$ cat src/rtl/regfile_wr_ctrl_if.sv
// Register-file write port bundle.
// Carries the three write requesters (ALU byte, data-bus byte, IDU pair),
// their grant pulses, and the load-strobe / write-data / busy outputs that
// feed the regbit arrays.
//   slave  : the write controller (samples requests, drives grants and strobes)
//   master : the requesters / register file side
interface regfile_wr_ctrl_if;
   logic        alu_req;
   logic [2:0]  alu_sel;
   logic [7:0]  alu_d;
   logic        dbus_req;
   logic [2:0]  dbus_sel;
   logic [7:0]  dbus_d;
   logic        idu_req;
   logic [1:0]  idu_pair;
   logic [15:0] idu_d;
   logic        alu_gnt;
   logic        dbus_gnt;
   logic        idu_gnt;
   logic [7:0]  ld;
   logic [15:0] wd;
   logic        busy;

   modport slave (
      input  alu_req, alu_sel, alu_d,
      input  dbus_req, dbus_sel, dbus_d,
      input  idu_req, idu_pair, idu_d,
      output alu_gnt, dbus_gnt, idu_gnt,
      output ld, wd, busy
   );

   modport master (
      output alu_req, alu_sel, alu_d,
      output dbus_req, dbus_sel, dbus_d,
      output idu_req, idu_pair, idu_d,
      input  alu_gnt, dbus_gnt, idu_gnt,
      input  ld, wd, busy
   );
endinterface

$ cat src/rtl/regfile_wr_ctrl.sv
// Register-file write controller.
// Arbitrates ALU byte writes, data-bus byte writes and IDU pair writes into
// the 8-register file (ld index 0..7 = B,C,D,E,H,L,F,A). Each accepted write
// takes a LOAD cycle (strobes high) followed by a HOLD cycle (strobes low,
// data held) so wd is stable across the ld falling edge where regbit captures.
// Ports:
//   clk   : system clock, rising edge
//   reset : asynchronous active-high reset
//   bus   : regfile_wr_ctrl_if.slave (requests in; grants, ld, wd, busy out)
//
// state | meaning
// ------+-----------------------------------------------------------
// IDLE  | no write in progress; any request starts a LOAD
// LOAD  | one cycle: ld strobes and winner's gnt high, wd valid
// HOLD  | one cycle: ld low, wd held; new request chains into LOAD
module regfile_wr_ctrl (
   input  logic                    clk,
   input  logic                    reset,
   regfile_wr_ctrl_if.slave        bus
);

   typedef enum logic [1:0] {
      IDLE = 2'd0,
      LOAD = 2'd1,
      HOLD = 2'd2
   } state_t;

   state_t      state_q, state_nxt;
   logic [7:0]  ld_q, ld_nxt;
   logic [15:0] wd_q, wd_nxt;
   logic        alu_gnt_q, alu_gnt_nxt;
   logic        dbus_gnt_q, dbus_gnt_nxt;
   logic        idu_gnt_q, idu_gnt_nxt;
   logic [1:0]  starv_q, starv_nxt;
   logic        rr_dbus_next_q, rr_dbus_next_nxt;

   logic        byte_pend;
   logic        any_req;
   logic        idu_win;
   logic        alu_win;

   assign byte_pend = bus.alu_req | bus.dbus_req;
   assign any_req   = byte_pend | bus.idu_req;
   // IDU has priority unless it has already won twice in a row over a
   // waiting byte requester.
   assign idu_win   = bus.idu_req & ~(byte_pend & (starv_q == 2'd2));
   assign alu_win   = ~idu_win & bus.alu_req & (~bus.dbus_req | ~rr_dbus_next_q);

   always_ff @(posedge clk or posedge reset) begin
      if (reset) begin
         state_q        <= IDLE;
         ld_q           <= '0;
         wd_q           <= '0;
         alu_gnt_q      <= 1'b0;
         dbus_gnt_q     <= 1'b0;
         idu_gnt_q      <= 1'b0;
         starv_q        <= '0;
         rr_dbus_next_q <= 1'b0;
      end else begin
         state_q        <= state_nxt;
         ld_q           <= ld_nxt;
         wd_q           <= wd_nxt;
         alu_gnt_q      <= alu_gnt_nxt;
         dbus_gnt_q     <= dbus_gnt_nxt;
         idu_gnt_q      <= idu_gnt_nxt;
         starv_q        <= starv_nxt;
         rr_dbus_next_q <= rr_dbus_next_nxt;
      end
   end

   always_comb begin
      state_nxt        = state_q;
      ld_nxt           = '0;
      wd_nxt           = wd_q;
      alu_gnt_nxt      = 1'b0;
      dbus_gnt_nxt     = 1'b0;
      idu_gnt_nxt      = 1'b0;
      starv_nxt        = starv_q;
      rr_dbus_next_nxt = rr_dbus_next_q;

      case (state_q)
         IDLE, HOLD: begin
            if (any_req) begin
               state_nxt = LOAD;
               if (idu_win) begin
                  idu_gnt_nxt = 1'b1;
                  ld_nxt      = 8'd3 << {bus.idu_pair, 1'b0};
                  wd_nxt      = bus.idu_d;
                  starv_nxt   = byte_pend ? starv_q + 2'd1 : 2'd0;
               end else if (alu_win) begin
                  alu_gnt_nxt      = 1'b1;
                  ld_nxt           = 8'd1 << bus.alu_sel;
                  wd_nxt           = {bus.alu_d, bus.alu_d};
                  starv_nxt        = 2'd0;
                  rr_dbus_next_nxt = 1'b1;
               end else begin
                  dbus_gnt_nxt     = 1'b1;
                  ld_nxt           = 8'd1 << bus.dbus_sel;
                  wd_nxt           = {bus.dbus_d, bus.dbus_d};
                  starv_nxt        = 2'd0;
                  rr_dbus_next_nxt = 1'b0;
               end
            end else begin
               state_nxt = IDLE;
            end
         end
         LOAD: begin
            state_nxt = HOLD;
         end
         default: begin
            state_nxt = IDLE;
         end
      endcase
   end

   assign bus.ld       = ld_q;
   assign bus.wd       = wd_q;
   assign bus.alu_gnt  = alu_gnt_q;
   assign bus.dbus_gnt = dbus_gnt_q;
   assign bus.idu_gnt  = idu_gnt_q;
   assign bus.busy     = (state_q != IDLE);

endmodule

$ cat src/flat_wrapper.sv
// flat-port wrapper written by rule: the top's interface ports become plain ports
module regfile_wr_ctrl_flat 
  (clk, reset, bus_alu_req, bus_alu_sel, bus_alu_d, bus_dbus_req, bus_dbus_sel, bus_dbus_d, bus_idu_req, bus_idu_pair, bus_idu_d, bus_alu_gnt, bus_dbus_gnt, bus_idu_gnt, bus_ld, bus_wd, bus_busy);
  regfile_wr_ctrl_if bus_i ();
  input  logic clk;
  input  logic reset;
  input wire logic [$bits(bus_i.alu_req)-1:0] bus_alu_req;
  input wire logic [$bits(bus_i.alu_sel)-1:0] bus_alu_sel;
  input wire logic [$bits(bus_i.alu_d)-1:0] bus_alu_d;
  input wire logic [$bits(bus_i.dbus_req)-1:0] bus_dbus_req;
  input wire logic [$bits(bus_i.dbus_sel)-1:0] bus_dbus_sel;
  input wire logic [$bits(bus_i.dbus_d)-1:0] bus_dbus_d;
  input wire logic [$bits(bus_i.idu_req)-1:0] bus_idu_req;
  input wire logic [$bits(bus_i.idu_pair)-1:0] bus_idu_pair;
  input wire logic [$bits(bus_i.idu_d)-1:0] bus_idu_d;
  output wire logic [$bits(bus_i.alu_gnt)-1:0] bus_alu_gnt;
  output wire logic [$bits(bus_i.dbus_gnt)-1:0] bus_dbus_gnt;
  output wire logic [$bits(bus_i.idu_gnt)-1:0] bus_idu_gnt;
  output wire logic [$bits(bus_i.ld)-1:0] bus_ld;
  output wire logic [$bits(bus_i.wd)-1:0] bus_wd;
  output wire logic [$bits(bus_i.busy)-1:0] bus_busy;
  assign bus_i.alu_req = bus_alu_req;
  assign bus_i.alu_sel = bus_alu_sel;
  assign bus_i.alu_d = bus_alu_d;
  assign bus_i.dbus_req = bus_dbus_req;
  assign bus_i.dbus_sel = bus_dbus_sel;
  assign bus_i.dbus_d = bus_dbus_d;
  assign bus_i.idu_req = bus_idu_req;
  assign bus_i.idu_pair = bus_idu_pair;
  assign bus_i.idu_d = bus_idu_d;
  assign bus_alu_gnt = bus_i.alu_gnt;
  assign bus_dbus_gnt = bus_i.dbus_gnt;
  assign bus_idu_gnt = bus_i.idu_gnt;
  assign bus_ld = bus_i.ld;
  assign bus_wd = bus_i.wd;
  assign bus_busy = bus_i.busy;
  regfile_wr_ctrl u_core (.clk(clk), .reset(reset), .bus(bus_i));
endmodule
$ cat config.mk
export PLATFORM = sky130hd
export DESIGN_NAME = regfile_wr_ctrl_flat
export DESIGN_NICKNAME = d
export VERILOG_FILES = /design/src/rtl/regfile_wr_ctrl_if.sv /design/src/rtl/regfile_wr_ctrl.sv /design/src/flat_wrapper.sv
export SDC_FILE = /design/constraint.sdc
export NUM_CORES = 1
export LEC_CHECK = 0
export CORE_ASPECT_RATIO = 0.5
export CORE_MARGIN = 2
export CORE_UTILIZATION = 44
export DETAILED_ROUTE_END_ITERATION = 6
export PLACE_DENSITY = 0.88
export SETUP_SLACK_MARGIN = 0.3
export SLEW_MARGIN = 20
export SYNTH_ARGS = -nofsm -noshare
export SYNTH_HDL_FRONTEND = slang
export SYNTH_SLANG_ARGS = --single-unit
$ cat constraint.sdc
create_clock -name clk -period 3.64 [get_ports clk]
set_input_delay 0.364 -clock clk [delete_from_list [all_inputs] [get_ports clk]]
set_output_delay 0.364 -clock clk [all_outputs]
set_load 0.02 [all_outputs]
==> metrics.txt <==
cell taking the most area after synthesis=dfrtp_1; # diodes=0; Crit Path Class=in -> reg; Fmax achieved=0.4300 GHz; final setup TNS=0 ns; Synth Flop Type=dfrtp_1; top post-synthesis cells by area=dfrtp_1 (52%), a21oi_1 (8.1%), mux2_2 (5.9%); status=finished, final reports clean; Data arrival, critical path=2.45 ns; Power Total=1.247 mW; share of layout cells above drive strength 1=0.08120; Cell Chain, Critical Path=clkdlybuf4s50_1 > a21boi_2 > mux2i_1 > o32ai_1 > a21boi_0; Tcrit/Tclk final=0.6389; peak supply drop=0.2338 mV; CP startpoint=bus_alu_req; Die Y=45.77 um; reg2reg start=u_core.starv_q[0]$_DFFE_PP0P_; delay-heaviest family, CP=compound AO/OA/AOI/OAI gates; vias in the first global route=1,421; Pre-antenna DRT Iters=5; Rel. slew slack=0.3404; post-CTS setup buffer count=0; core area=0.003378 mm^2; Highest Signal Layer=met4; Reg clk slew, reported paths=0.07 ns; nets@finish=279; Seq cells post-synth=32; Design Area, Final=0.002355 mm^2; Mapped Nets=207; DR WL/cell=15.39 um; CTS buffer count=5; CP Capture Type=register; syn avg cell area=9.536 um^2; fill count=250; Remaining Overflow, GRT=0; Crit path required time=3.76 ns; Post-synth EDFFs=0; max incr delay on CP=0.79 ns; post-route ant nets=0; final setup vio count=0; FF-to-FF End=u_core.bus.ld[5]$_DFF_PP0_; fin cells=276; final wirelength=4.249 mm; met3 WL post-DR=211 um; Skew-Pair Late Insertion Delay=0.28 ns; post-CTS sizing=0; Worst path depth=5; Via-to-Cell Ratio=5.210; root buf cell=clkbuf_8; DR vias=1,438; row count=15; DRC viols=0; Area after DPL=0.002265 mm^2; DRT met1 WL=1.722 mm; Core Util, Final=0.6970; Die ar.=0.004006 mm^2; Final GP Congestion=0.8670; most common cell in the netlist=dfrtp_1; CTS sink cnt=32; Clock Tree Buf Depth=2; HP Class=reg -> reg; All-Layer GR Usage=0.2140; io pins=73; Max Transition Viols Final=0; worst path bufs/invs=1; Seq/Total Area, Yosys=0.5216; Starting DRT DRC Count=69; Mapped Area=0.001535 mm^2; die span in x=87.54 um; dpl cells=268; LEAKAGE=1.007 nW; skew final=0.003381 ns; Layout area overhead=53.38%; post-DP HPWL=3.070 mm; largest net degree at the start of global routing=33; Buffers on Ports=72; maxcap violations=0; CTS tree=done; DR WL met2=2.264 mm; final hold vios=0; Initial Util=0.4544; R2R cell count=6; initial antenna violation count=0; Synth Warn #=0; Pwr Density=529.4 mW/mm^2; H-tree levels=2; Synth Instances=161; Worst Setup EP=u_core.bus.ld[6]$_DFF_PP0_; first-pass GRT wire length=6.430 mm; Synth top cells by count=dfrtp_1 (32), a21oi_1 (25), nor2_1 (24); crit start category=input port; Yosys top cell area share=0.5216; CP max FO=21; CP max stage cell=a21boi_2; RSZ-0062 raised after global routing=no; Post-CTS Hold Fix Bufs=0; async set-reset flop share out of synthesis=1.000; crit path time final=2.326 ns; FF-to-FF setup slack=1.52 ns; Worst Max-Slew Pin Slew=0.9836 ns; Cell variety after synth=35
registers in the layout, indices dropped and copies added, names as in the netlist:
signal / count
u_core.bus.dbus_gnt: 1
u_core.bus.idu_gnt: 1
u_core.bus.wd: 16
u_core.state_q: 2
u_core.bus.ld: 8
u_core.starv_q: 2
u_core.rr_dbus_next_q: 1
u_core.bus.alu_gnt: 1
how the worst min path moves through the flow:
stage / slack, ns / endpoint / cells past startpoint / start
finish: 0.43 / u_core.state_q[1]$_DFF_PP0_ / 1 / u_core.state_q[1]$_DFF_PP0_
global route: 0.46 / u_core.state_q[1]$_DFF_PP0_ / 1 / u_core.state_q[1]$_DFF_PP0_
CTS: 0.43 / u_core.state_q[1]$_DFF_PP0_ / 1 / u_core.state_q[1]$_DFF_PP0_
detailed placement: 0.41 / u_core.state_q[1]$_DFF_PP0_ / 1 / u_core.state_q[1]$_DFF_PP0_
global placement: 0.41 / u_core.state_q[1]$_DFF_PP0_ / 1 / u_core.state_q[1]$_DFF_PP0_
floorplan: 0.39 / u_core.state_q[1]$_DFF_PP0_ / 1 / u_core.state_q[1]$_DFF_PP0_
metal layers:
| layer | track usage | vias to the layer above |
|---|---|---|
| met1 | 0.2526 | 692 |
| met2 | 0.3864 | 41 |
| met3 | 0.06522 | 9 |
| met4 | 0.06462 | 0 |
| li1 | - | 696 |
| met5 | 0 | - |
stage by stage:
step / setup WS [ns] / hold slack (ns)
4_1_cts: 1.330 / 0.4268
2_1_floorplan: 2.138 / 0.3941
3_3_place_gp: 1.157 / 0.4100
3_5_place_dp: 1.052 / 0.4060
5_1_grt: 1.118 / 0.4596
6_report: 1.314 / 0.4275
where the power goes:
part / leakage (nW) / switching (mW) / total (mW) / internal [mW]
clock: 0.0455 / 0.126 / 0.280 / 0.154
combinational: 0.569 / 0.255 / 0.488 / 0.233
sequential: 0.392 / 0.0433 / 0.478 / 0.435
total: 1.01 / 0.424 / 1.25 / 0.822
layout make-up:
type	instances	area, um^2	area share
tap	42	52.55	0.02232
clock buffer	8	90.09	0.03826
multi-input combinational	116	664.4	0.2821
sequential	32	800.8	0.3401
inverter	5	18.77	0.007970
timing repair buffer	73	728.2	0.3092
cell usage in the layout, fill, tap and decap left out:
master / synthesis / layout
dfrtp_1: 32 / 32
buf_4: 3 / 1
o32ai_1: 1 / 1
clkbuf_8: 0 / 6
nor3b_1: 2 / 2
or2_1: 1 / 1
mux2_2: 8 / 8
nand2_1: 20 / 20
or3_1: 1 / 1
o22ai_1: 1 / 1
mux2i_1: 3 / 3
a311oi_1: 2 / 2
inv_1: 4 / 4
and2_1: 2 / 2
nand3_1: 2 / 2
a41oi_1: 1 / 1
clkdlybuf4s50_1: 0 / 72
ha_1: 1 / 1
clkbuf_1: 2 / 2
nor2_1: 24 / 24
a31oi_1: 1 / 1
or4_4: 1 / 1
a21boi_2: 1 / 1
a21oi_1: 25 / 25
or2b_1: 1 / 1
nor3_1: 2 / 2
inv_2: 1 / 1
o21ai_0: 5 / 5
a21o_1: 1 / 1
a22o_1: 2 / 2
nor2b_1: 4 / 4
and3_1: 1 / 1
a21boi_0: 1 / 1
or2_2: 1 / 1
a211o_1: 1 / 1
logic make-up after synthesis:
kind of cell             Yosys count  share of synthesized area
AO/OA/AOI/OAI                     42                     0.1630
adder cells (fa/ha/maj)            1                   0.008149
buffers and inverters             13                    0.04564
flip-flops                        32                     0.5216
multiplexers                      11                    0.07824
AND/OR/NAND/NOR                   62                     0.1834
Note: power is estimated with default switching activity, not from simulation.
